File: src/rtl/irq_gateway.sv
// Interrupt gateway: latches source pulses as pending bits, masks them with an
// enable register and runs a claim/complete protocol over a simple register port.
module irq_gateway #(
  parameter int NSRC = 4,
  parameter int DW   = 32
) (
  input  logic            cpu_clk,
  input  logic            cpu_resetn,
  input  logic [NSRC-1:0] src_p,
  input  logic            reg_valid,
  input  logic            reg_wr,
  input  logic [3:0]      reg_addr,
  input  logic [DW-1:0]   reg_wdata,
  output logic            reg_ready,
  output logic [DW-1:0]   reg_rdata,
  output logic            irq_out
);

  typedef enum logic {S_IDLE, S_RESP} state_t;

  state_t          state_q;
  logic [NSRC-1:0] pending_q, pending_d;
  logic [NSRC-1:0] in_service_q, in_service_d;
  logic [NSRC-1:0] enable_q, enable_d;
  logic [NSRC-1:0] overflow_q, overflow_d;
  logic            ready_q;
  logic [DW-1:0]   rdata_q;
  logic            irq_q;

  logic            accept;
  logic [NSRC-1:0] hit;
  logic [NSRC-1:0] claim_oh;
  logic [4:0]      claim_id;
  logic [NSRC-1:0] complete_oh;
  logic [DW-1:0]   rd_val;
  logic            unused_wdata;

  assign unused_wdata = ^reg_wdata;
  assign accept       = (state_q == S_IDLE) && reg_valid;
  assign hit          = pending_q & enable_q;

  always_comb begin
    claim_id    = '0;
    claim_oh    = '0;
    complete_oh = '0;
    // Descending scan so the lowest enabled pending source wins.
    for (int i = NSRC - 1; i >= 0; i--) begin
      if (hit[i]) begin
        claim_id = 5'(i + 1);
        claim_oh = NSRC'(1) << i;
      end
    end
    for (int i = 0; i < NSRC; i++) begin
      if (reg_wdata[4:0] == 5'(i + 1)) complete_oh[i] = 1'b1;
    end
  end

  always_comb begin
    rd_val = '0;
    case (reg_addr)
      4'h0:    rd_val = DW'(pending_q);
      4'h4:    rd_val = DW'(enable_q);
      4'h8:    rd_val = DW'(claim_id);
      4'hC:    rd_val = DW'(overflow_q);
      default: rd_val = '0;
    endcase
  end

  always_comb begin
    pending_d    = pending_q | (src_p & ~pending_q & ~in_service_q);
    in_service_d = in_service_q;
    enable_d     = enable_q;
    overflow_d   = overflow_q;
    if (accept && !reg_wr && reg_addr == 4'h8) begin
      pending_d    = pending_d & ~claim_oh;
      in_service_d = in_service_q | claim_oh;
    end
    if (accept && reg_wr) begin
      case (reg_addr)
        4'h4:    enable_d     = reg_wdata[NSRC-1:0];
        4'h8:    in_service_d = in_service_q & ~complete_oh;
        4'hC:    overflow_d   = overflow_q & ~reg_wdata[NSRC-1:0];
        default: ;
      endcase
    end
    // New overflow events are applied after W1C so a simultaneous set wins.
    overflow_d = overflow_d | (src_p & (pending_q | in_service_q));
  end

  always_ff @(posedge cpu_clk or negedge cpu_resetn) begin
    if (!cpu_resetn) begin
      state_q      <= S_IDLE;
      pending_q    <= '0;
      in_service_q <= '0;
      enable_q     <= '0;
      overflow_q   <= '0;
      ready_q      <= 1'b0;
      rdata_q      <= '0;
      irq_q        <= 1'b0;
    end else begin
      pending_q    <= pending_d;
      in_service_q <= in_service_d;
      enable_q     <= enable_d;
      overflow_q   <= overflow_d;
      irq_q        <= |hit;
      case (state_q)
        S_IDLE: begin
          if (reg_valid) begin
            state_q <= S_RESP;
            ready_q <= 1'b1;
            rdata_q <= reg_wr ? '0 : rd_val;
          end
        end
        default: begin
          state_q <= S_IDLE;
          ready_q <= 1'b0;
          rdata_q <= '0;
        end
      endcase
    end
  end

  assign reg_ready = ready_q;
  assign reg_rdata = rdata_q;
  assign irq_out   = irq_q;

endmodule

File: config.mk
export PLATFORM = sky130hd
export DESIGN_NAME = irq_gateway
export DESIGN_NICKNAME = d
export VERILOG_FILES = /design/src/rtl/irq_gateway.sv
export SDC_FILE = /design/constraint.sdc
export NUM_CORES = 1
export LEC_CHECK = 0
export BUFFER_PORTS_ARGS = -buffer_cell sky130_fd_sc_hd__buf_2
export CAP_MARGIN = 20
export CORE_MARGIN = 2
export CORE_UTILIZATION = 38
export CTS_CLUSTER_DIAMETER = 120
export DETAILED_ROUTE_END_ITERATION = 7
export PLACE_DENSITY = 0.79
export SLEW_MARGIN = 15
export SYNTH_ARGS = -nofsm -noshare
export SYNTH_HDL_FRONTEND = slang
export SYNTH_SLANG_ARGS = --single-unit
File: constraint.sdc
create_clock -name cpu_clk -period 1.7 [get_ports cpu_clk]
set_input_delay 0.51 -clock cpu_clk [delete_from_list [all_inputs] [get_ports cpu_clk]]
set_output_delay 0.51 -clock cpu_clk [all_outputs]
set_load 0.1 [all_outputs]
Word-level counts from Yosys, hierarchy flattened
Cells that the tools add are included.

Equal/unequal tests: 7. Bitwise logic cells: 17. Reduce and logical (&&, ||, !) cells: 9. Muxes and demuxes: 26.

Operator list (number): 32-bit two-way mux (3); 4-bit two-way mux (10); 4-bit AND (7); 4-bit inverter (5); 5-bit case mux with 4 select lines (1); 4-bit OR (4); 5-bit two-way mux (3); 5-bit by 2-bit equality test with 1-bit output, second input constant (2); 4-bit equality test, second input constant (2); 1-bit two-way mux (8); 5-bit by 1-bit equality test with 1-bit output, second input constant (1); 5-bit by 3-bit equality test with 1-bit output, second input constant (1); 4-bit by 3-bit equality test with 1-bit output, second input constant (1); 1-bit logical AND (4); 4-bit zero test (1); 4-bit OR reduction (1); 3-bit two-way mux (1); 2-bit AND reduction (1); 2-bit nonzero test (1); 1-bit zero test (1); 1-bit inverter (1).

Output and inout port bits: 34. Input bits: 44. Flip-flop bits (word level): 51. Word-level logic and storage cells: 67.

Depth between registers and ports, before layout
Gate-level depths: netlist (run 1).

Depth after elaboration: 9. Gate-level depth with buffers: 5. Depth with buffers taken out: 4.

Least setup slack after synthesis (run 1)
Ideal clock, no wire load.

Kind: in2reg. Start point: input reg_addr[1]. End point: register in_service_q[1]. Path slack: 0.224 ns. Data arrival time: 1.358 ns. Path buffers: 0. Library setup time: 0.118 ns. Cell stages on the path: 4. Required time: 1.582 ns. Path through: nor4b_2 and3_1 nand3b_1 a21o_1.

Longest elaborated chain between the ends: 5.

RTL lines: start, declared (RTL line 12) `input logic [3:0] reg_addr,`; 4-bit equality test * (RTL line 74, 79); 1-bit logical AND (RTL line 74) `if (accept && !reg_wr && reg_addr == 4'h8) begin`; 4-bit two-way mux (RTL line 74); 4-bit two-way mux (RTL line 79) `case (reg_addr)`; 4-bit two-way mux * (RTL line 78) `if (accept && reg_wr) begin`; via in_service_d[1] (RTL line 23) `logic [NSRC-1:0] in_service_q, in_service_d;`; end signal, assigned (RTL line 102) `in_service_q <= in_service_d;`; end, declared (RTL line 23).

Mark *: on every way through the listed nets, which the timed path passes. The rest lies on a longest branch. A chain may end at the register's enable or synchronous reset.

Worst setup path in the final report (run 1)
Start point: register rdata_q[2] (netlist: reg_rdata[2]). End point: output reg_rdata[2].

RTL lines: start, declared (RTL line 27) `logic [DW-1:0] rdata_q;`; start signal, assigned (RTL line 111) `rdata_q <= reg_wr ? '0 : rd_val;`; end, declared (RTL line 15) `output logic [DW-1:0] reg_rdata,`.

No word-level cell between the ends.

==> results of run 1 <==
[final cells by class]
| cell class | instances | share of cell area [%] |
|---|---|---|
| Multi-Input combinational cell | 112 | 42.7 |
| Timing Repair Buffer | 33 | 12.7 |
| Tap cell | 46 | 3.80 |
| Sequential cell | 23 | 38.0 |
| Inverter | 4 | 0.991 |
| Clock buffer | 3 | 1.49 |
| Clock inverter | 1 | 0.330 |
[placed cells by master, fill, tap and decap left out, types with 2 or more instances in the layout]
master / n
mux2i_1: 3
mux2_2: 4
a22o_1: 2
buf_2: 22
nor2b_1: 3
o21ai_0: 7
inv_1: 4
clkbuf_4: 3
nand2_1: 12
nand4_1: 2
dfrtp_1: 23
a31oi_1: 3
a21oi_1: 8
conb_1: 28
nor2_1: 10
buf_4: 11
a21bo_2: 4
nand3_1: 6
[registers in the layout, indices dropped and copies added, names as in the netlist]
signal,cells
state_q,1
in_service_q,4
irq_out,1
enable_q,4
pending_q,4
reg_rdata,4
overflow_q,4
reg_ready,1
[per-layer routing]
metal	part of all wire, %	track usage [%]	up-vias
li1	-	-	515
met5	0	0	-
met2	48	23.4	47
met4	1.1	2.13	0
met1	43	17.4	523
met3	7.6	4.93	5
[power by group]
part	internal (W)	switching, W
sequential	0.000585	0.0000336
combinational	0.0000925	0.000457
clock	0.0000880	0.000165
[logic make-up after synthesis]
| kind of cell | synth area share (%) |
|---|---|
| compound gates | 17.0 |
| mux | 5.46 |
| simple gates | 16.9 |
| other cells | 0.273 |
| buf+inv | 18.4 |
| flops | 41.9 |
[per-stage QoR]
| stage | util, % | worst slack (ns) | hold WS, ns |
|---|---|---|---|
| 2_1_floorplan | - | 0.224 | 0.214 |
| 3_3_place_gp | 43.3 | 0.0416 | 0.480 |
| 3_5_place_dp | 43.3 | 0.0356 | 0.482 |
| 4_1_cts | 44.1 | 0.0451 | 0.160 |
| 5_1_grt | 44.4 | 0.00884 | 0.165 |
| 6_report | 44.4 | 0.0510 | 0.145 |
[synth_stat cells, drive strengths merged]
master,count
nor2,10
and2,2
nand4,2
a21oi,8
nand2,12
and3b,1
inv,4
a22o,2
o21ai,7
o22a,2
nand2b,1
a211oi,1
nand3,6
a31oi,3
buf,28
and4,1
a22oi,1
or4b,1
clkbuf,2
a21o,1
mux2,4
o41ai,1
nor4b,1
dfrtp,23
nor2b,3
conb,1
o2bb2ai,1
a21bo,4
a32o,1
and3,1
mux2i,3
nor3,1
o221ai,1
nand3b,1
nor3b,1
[how the worst max path moves through the flow]
stage                                      endpoint  slack, ns  cells past startpoint
after floorplan           in_service_q[1]$_DFF_PN0_       0.22                      4
after global placement    in_service_q[1]$_DFF_PN0_       0.04                      5
after detailed placement  in_service_q[1]$_DFF_PN0_       0.04                      5
after CTS                              reg_rdata[2]       0.05                      1
after global routing                      reg_ready      0.009                      1
final                                  reg_rdata[2]       0.05                      1
[what timing repair did]
action	in CTS	in global routing
endpoints found under the setup margin	0	1
hold buffers	0	0
buffers inserted	0	1
hold endpoints to repair	0	0
==> flow_summary.yaml, run 1 <==
synth:
  synth_cells: 142
  synth_area_leader_cell: "dfrtp_1"
  synthesis.area_um2: 1370
  yosysUniqueCellTypes: 37
  synth_warnings: 0
  syn_area_per_cell_um2: 9.67
  yosysSeqAreaShare_pct: 41.9
  ys_ff_latch: 23
  netlist.area_leader.share_pct: 41.9
  synth.area.top_cells: "dfrtp_1 (42%), buf_4 (15%), mux2_2 (3.3%)"
routing:
  drc: 0
  wl_um: 2750
  vias: 1090
  wl_per_cell_um: 12.4
  drt_pass1_iterations: 4
  vias_per_cell: 4.91
  antenna_left: 0
  drtIter0Drc: 40
global_route:
  grt_max_degree: 24
  grt-ovfl-total: 0
  grt_usage_pct: 13.9
  grt_pass1_vias: 1008
  grt_pass1_wl_um: 4500
  antenna_found_initial: 0
cells_and_area:
  regArea_um2: 576
  fin_area_um2: 1520
  num_antenna_cells: 0
  multi_input_area_um2: 647
  syn_to_final_growth_pct: 10.3
  final_cells: 222
  fillers: 344
  drive_above_1_share_pct: 27.8
  nNetsFinal: 221
timing:
  setup_viol: 0
  hold_viol: 0
  drv_slew: 0
  skew_ns: 0.00122
  rsz0062_at_grt: "false"
  slew-limit-headroom_pct: 66.2
  fmax_mhz: 606
  tns_ns: 0
  period_minus_slack_ns: 1.65
  period_share_pct: 97.0
  worstMarginPinSlew_ns: 0.506
worst_setup_path:
  critPathKind: "reg2out"
  critPathMaxFanout: 3
  arrival_ns: 1.14
  crit_path_cell_trace: "buf_2"
  reg2reg_slack_ns: 0.13
  cpPeakStageDelay_ns: 0.44
  critPathSlowestCell: "buf_2"
  cp_top_family: "buffers and inverters"
  r2r_end: "reg_rdata[2]$_DFFE_PN0P_"
  cp-end-kind: "output port"
  critPathRequiredTime_ns: 1.19
  worstSetupStartpointType: "flip-flop"
  startpoint: "reg_rdata[2]$_DFFE_PN0P_"
  crit_buf_inv: 1
  timing.rr.start: "enable_q[1]$_DFFE_PN0P_"
  r2r_cells: 4
floorplan:
  die_y_um: 64.1
  die_area_um2: 4110
  core_um2: 3420
  fp.dieW_um: 64.1
  start_util_pct: 40.2
  num_io_pins: 78
  row_count: 21
power_and_ir_drop:
  total_power_w: 0.00142
  ir_drop_v: 0.000488
  p_leak_nw: 0.709
  powerDensity_nw_per_um2: 938
worst_hold_path:
  hp-class: "in2async"
clock_tree:
  numCtsBuffers: 3
  h-tree-depth: 1
  cts_buffer_depth: 2
  cts_resized: 0
  path_clk_slew_ns: 0.12
  cts_tree: "built"
  insertion_delay_ns: 0.31
  cts.root.buffer_cell: "clkbuf_4"
  clock-sinks: 23
job:
  cap_violations: 0
placement:
  hpwl_um: 2120
  dp_cells: 217
  place_area_um2: 1480
  routabilityCongestion: 0.867
  io_buffers: 22
outcome:
  outcome: "complete, no violations"
(Power assumes the default switching activity.)
==> run 2, diff against run 1 <==
==> constraint.sdc (replaced) <==
create_clock -name cpu_clk -period 1.7 [get_ports cpu_clk]
set_input_delay 0.34 -clock cpu_clk [delete_from_list [all_inputs] [get_ports cpu_clk]]
set_output_delay 0.34 -clock cpu_clk [all_outputs]
set_load 0.1 [all_outputs]
==> run 2 against run 1 <==
Against the previous run: via count shrank 1.4%; critical path depth grew 3; count of clock-buffer cells in the layout grew 1; clock power is essentially flat; routed wire length shrank 2.8%.
==> flow_summary.yaml, run 2 (same netlist as run 1, synthesis figures left out) <==
global_route:
  grt_usage_pct: 13.7
  antenna_found_initial: 0
  grt-ovfl-total: 0
  grt_max_degree: 24
  grt_pass1_wl_um: 4460
  grt_pass1_vias: 985
routing:
  drtIter0Drc: 51
  antenna_left: 0
  wl_per_cell_um: 12.3
  drt_pass1_iterations: 4
  vias_per_cell: 4.93
  drc: 0
  wl_um: 2670
  vias: 1075
timing:
  whs_ns: 0.284
  worstMarginPinSlew_ns: 0.516
  slew-limit-headroom_pct: 65.6
  tns_ns: 0
  skew_ns: 0.00681
  period_share_pct: 96.1
  drv_slew: 0
  period_minus_slack_ns: 1.63
  setup_viol: 0
  rsz0062_at_grt: "false"
  hold_viol: 0
  fmax_mhz: 612
power_and_ir_drop:
  powerDensity_nw_per_um2: 946
  total_power_w: 0.00141
  p_leak_nw: 0.686
  ir_drop_v: 0.000518
clock_tree:
  numCtsBuffers: 3
  clock-sinks: 23
  cts.root.buffer_cell: "clkbuf_4"
  cts_buffer_depth: 2
  h-tree-depth: 1
  path_clk_slew_ns: 0.12
  insertion_delay_ns: 0.31
  cts_resized: 0
  cts_tree: "built"
job:
  cap_violations: 0
cells_and_area:
  fillers: 354
  mostFrequentLayoutCells: "conb_1 (28), dfrtp_1 (23), buf_2 (22)"
  fin_util_pct: 43.5
  fin_area_um2: 1490
  num_antenna_cells: 0
  drive_above_1_share_pct: 25.0
  syn_to_final_growth_pct: 8.20
  mostFrequentLayoutCell: "conb_1"
  nNetsFinal: 217
worst_setup_path:
  worstSetupStartpointType: "flip-flop"
  critPathMaxFanout: 5
  cp-end-kind: "flip-flop"
  critPathKind: "reg2reg"
  critPathRequiredTime_ns: 1.91
  arrival_ns: 1.84
floorplan:
  die_y_um: 64.1
  die_area_um2: 4110
  num_io_pins: 78
  row_count: 21
  fp.dieW_um: 64.1
  start_util_pct: 40.2
  core_um2: 3420
placement:
  hpwl_um: 2090
  place_area_um2: 1450
  io_buffers: 22
  routabilityCongestion: 0.815
outcome:
  outcome: "complete, no violations"
worst_hold_path:
  hp-class: "in2reg"
## run 2: routing by layer
layer | global-route usage (%) | vias up | wire (µm)
met3 | 4.75 | 2 | 184
met4 | 2.93 | 0 | 11
met5 | 0 | - | 0
met1 | 17.4 | 524 | 1140
li1 | - | 507 | -
met2 | 22.7 | 42 | 1330
## run 2: per-stage QoR
step | setup slack, ns | cells
global route | 0.0111 | 218
CTS | 0.0871 | 218
detailed placement | 0.111 | 213
floorplan | 0.266 | 169
global placement | 0.119 | 213
finish | 0.0668 | 218
## run 2: timing repair
| action | in CTS | in global routing |
|---|---|---|
| setup buffers | 0 | 0 |
| hold buffers | 1 | 0 |
| hold endpoints to repair | 23 | 0 |
## run 2: final timing paths
kind / from / to / slack (ns) / cells after the start
max in group asynchronous: cpu_resetn / enable_q[1]$_DFFE_PN0P_ / 0.84 / 2
hold / removal: src_p[0] / pending_q[0]$_DFF_PN0_ / 0.28 / 3
min in group asynchronous: cpu_resetn / state_q$_DFF_PN0_ / 0.52 / 2
hold reg to reg: reg_rdata[1]$_DFFE_PN0P_ / reg_rdata[1]$_DFFE_PN0P_ / 0.51 / 1
setup / recovery: state_q$_DFF_PN0_ / enable_q[0]$_DFFE_PN0P_ / 0.07 / 4
setup reg to reg: state_q$_DFF_PN0_ / enable_q[0]$_DFFE_PN0P_ / 0.07 / 4
## run 2: power breakdown
part           internal [W]  switching (W)  total [W]
sequential         0.000585      0.0000310   0.000616
combinational     0.0000852       0.000455   0.000540
clock             0.0000916       0.000159   0.000251
total              0.000762       0.000645    0.00141
## run 2: final cells by class
| type | count | area [µm²] | area share, % |
|---|---|---|---|
| multi-input cells | 112 | 647 | 43.5 |
| clock buffers | 4 | 26.3 | 1.77 |
| inverters | 4 | 15.0 | 1.01 |
| well taps | 46 | 57.6 | 3.87 |
| flip-flops and latches | 23 | 576 | 38.7 |
| repair buffers | 29 | 165 | 11.1 |
## run 2: critical path: stages, from the launching register on
cell     delay (ns)
dfrtp_1        0.44
and3b_1        0.30
nand3_1        0.09
nor2_1         0.31
mux2_2         0.39
==> run 3, diff against run 2 <==
--- a/config.mk
+++ b/config.mk
@@ -5,13 +5,14 @@
 export SDC_FILE = /design/constraint.sdc
 export NUM_CORES = 1
 export LEC_CHECK = 0
+export ABC_AREA = 1
 export BUFFER_PORTS_ARGS = -buffer_cell sky130_fd_sc_hd__buf_2
 export CAP_MARGIN = 20
 export CORE_MARGIN = 2
 export CORE_UTILIZATION = 38
 export CTS_CLUSTER_DIAMETER = 120
 export DETAILED_ROUTE_END_ITERATION = 7
-export PLACE_DENSITY = 0.79
+export PLACE_DENSITY = 0.78
 export SLEW_MARGIN = 15
 export SYNTH_ARGS = -nofsm -noshare
 export SYNTH_HDL_FRONTEND = slang
==> run 3 against run 2 <==
Against the previous run: sequential cell count stayed put; critical endpoint is now reg_rdata[0]; clock power is 32% higher; largest power group unchanged; sequential share of layout area is 1.4 points lower.
==> flow_summary.yaml, run 3 <==
outcome:
  outcome: "complete, no violations"
floorplan:
  die_y_um: 65.7
  core_um2: 3660
  fp.dieW_um: 65.7
  num_io_pins: 78
  row_count: 22
  start_util_pct: 39.5
  die_area_um2: 4310
timing:
  period_share_pct: 81.1
  setup_viol: 0
  period_minus_slack_ns: 1.38
  drv_slew: 0
  fmax_mhz: 725
  hold_viol: 0
  tns_ns: 0
  skew_ns: 0.00641
  rsz0062_at_grt: "false"
power_and_ir_drop:
  p_leak_nw: 0.842
  powerDensity_nw_per_um2: 965
  ir_drop_v: 0.000565
global_route:
  grt_usage_pct: 13.9
  grt_max_degree: 24
  grt_pass1_vias: 1063
  grt_pass1_wl_um: 4600
  grt-ovfl-total: 0
  antenna_found_initial: 0
worst_setup_path:
  worstSetupStartpointType: "flip-flop"
  timing.rr.start: "pending_q[0]$_DFF_PN0_"
  crit_path_cell_trace: "buf_2"
  critPathKind: "reg2out"
  arrival_ns: 1.04
  crit_buf_inv: 1
  cp-end-kind: "output port"
  critPathSlowestCell: "buf_2"
  startpoint: "reg_rdata[0]$_DFFE_PN0P_"
  cp_top_family: "buffers and inverters"
  critPathMaxFanout: 2
  reg2reg_slack_ns: 0.44
  critPathRequiredTime_ns: 1.36
  cpPeakStageDelay_ns: 0.43
clock_tree:
  path_clk_slew_ns: 0.08
  cts.root.buffer_cell: "clkbuf_8"
  h-tree-depth: 1
  post_cts_buffers: 0
  cts_resized: 0
  insertion_delay_ns: 0.27
  numCtsBuffers: 3
  cts_tree: "built"
  clock-sinks: 23
  cts_hold_buf: 0
  cts_buffer_depth: 2
cells_and_area:
  num_antenna_cells: 0
  drive_above_1_share_pct: 19.5
  syn_to_final_growth_pct: 6.67
  mostFrequentLayoutCell: "nand2_1"
  mostFrequentLayoutCells: "nand2_1 (39), conb_1 (28), inv_1 (25)"
  nNetsFinal: 260
  fin_util_pct: 42.1
routing:
  met2WireLength_um: 1260
  drc: 0
  top_layer_used: "met4"
  antenna_left: 0
  vias: 1159
  wl_per_cell_um: 10.2
  drtIter0Drc: 29
  drt_pass1_iterations: 4
  wl_met1_um: 1250
  met3_length_um: 142
  vias_per_cell: 4.41
  wl_um: 2680
synth:
  netlist.area_leader.share_pct: 39.8
  yosysMostFrequentCell: "nand2_1"
  synthesis.area_um2: 1450
  yosys-top-cells-count: "nand2_1 (39), buf_4 (28), inv_1 (25), dfrtp_1 (23), nand3_1 (22)"
  synth_cells: 191
  synth.area.top_cells: "dfrtp_1 (40%), buf_4 (15%), nand2_1 (10%)"
  synth_enable_flop_cells: 0
  yosysSeqAreaShare_pct: 39.8
  ys_ff_latch: 23
  synth-main-ff-cell: "dfrtp_1"
  synth_area_leader_cell: "dfrtp_1"
  yosysUniqueCellTypes: 20
  syn_area_per_cell_um2: 7.57
  synthArstFlopShare_pct: 100
  synth_warnings: 0
job:
  cap_violations: 0
placement:
  hpwl_um: 2150
  routabilityCongestion: 0.874
  io_buffers: 22
worst_hold_path:
  hp-class: "in2async"
-- run 3: changes by cell type after synthesis, moves of 4 or more --
cell / previous run / this run
inv_1: 4 / 25
a21bo_2: 4 / 0
nand2_1: 12 / 39
nand3_1: 6 / 22
nand2_2: 0 / 5
mux2_2: 4 / 0
o21ai_1: 0 / 12
nor2_2: 0 / 5
-- run 3: logic make-up (layout without fill, tap and decap cells) --
kind of cell	count (synthesis)	after routing	synth area share, %
AO/OA/AOI/OAI	25	25	8.92
buffers and inverters	55	52	22.2
flip-flops	23	23	39.8
other	1	28	0.259
AND/OR/NAND/NOR	87	87	28.8
-- run 3: worst paths after layout --
check | endpoint | depth (start not counted)
setup / recovery | reg_rdata[0] | 1
hold / removal | in_service_q[1]$_DFF_PN0_ | 1
setup reg to reg | reg_rdata[2]$_DFFE_PN0P_ | 5
hold reg to reg | reg_rdata[1]$_DFFE_PN0P_ | 2
max in group asynchronous | enable_q[3]$_DFFE_PN0P_ | 1
min in group cpu_clk | overflow_q[2]$_DFF_PN0_ | 3
-- run 3: through the flow --
| step | power [W] | instances | hold slack, ns | setup slack (ns) | instance area, µm² |
|---|---|---|---|---|---|
| after global placement | 0.00116 | 259 | 0.331 | 0.399 | 1500 |
| after CTS | 0.00150 | 263 | 0.0435 | 0.314 | 1540 |
| after floorplan | 0.00114 | 218 | 0.0444 | 0.462 | 1550 |
| after global routing | 0.00157 | 263 | 0.0727 | 0.281 | 1540 |
| final | 0.00149 | 263 | 0.0278 | 0.321 | 1540 |
| after detailed placement | 0.00117 | 259 | 0.338 | 0.354 | 1500 |
-- run 3: final cells by class --
class / instances / area (µm²)
sequential: 23 / 576
inverter: 26 / 98.8
clock buffer: 3 / 41.3
fill: 389 / 2120
timing repair buffer: 22 / 110
multi-input combinational: 140 / 651
tap: 48 / 60.1
clock inverter: 1 / 5.00
-- run 3: routing by layer --
layer / track usage (%) / up-vias
li1: - / 595
met1: 18.0 / 525
met2: 22.1 / 34
met3: 3.25 / 5
met4: 6.25 / 0
met5: 0 / -
-- run 3: power breakdown --
part,total (W),internal [W],switching [W]
Combinational,0.000531,0.0000656,0.000466
Sequential,0.000625,0.000590,0.0000349
Clock,0.000332,0.000164,0.000168
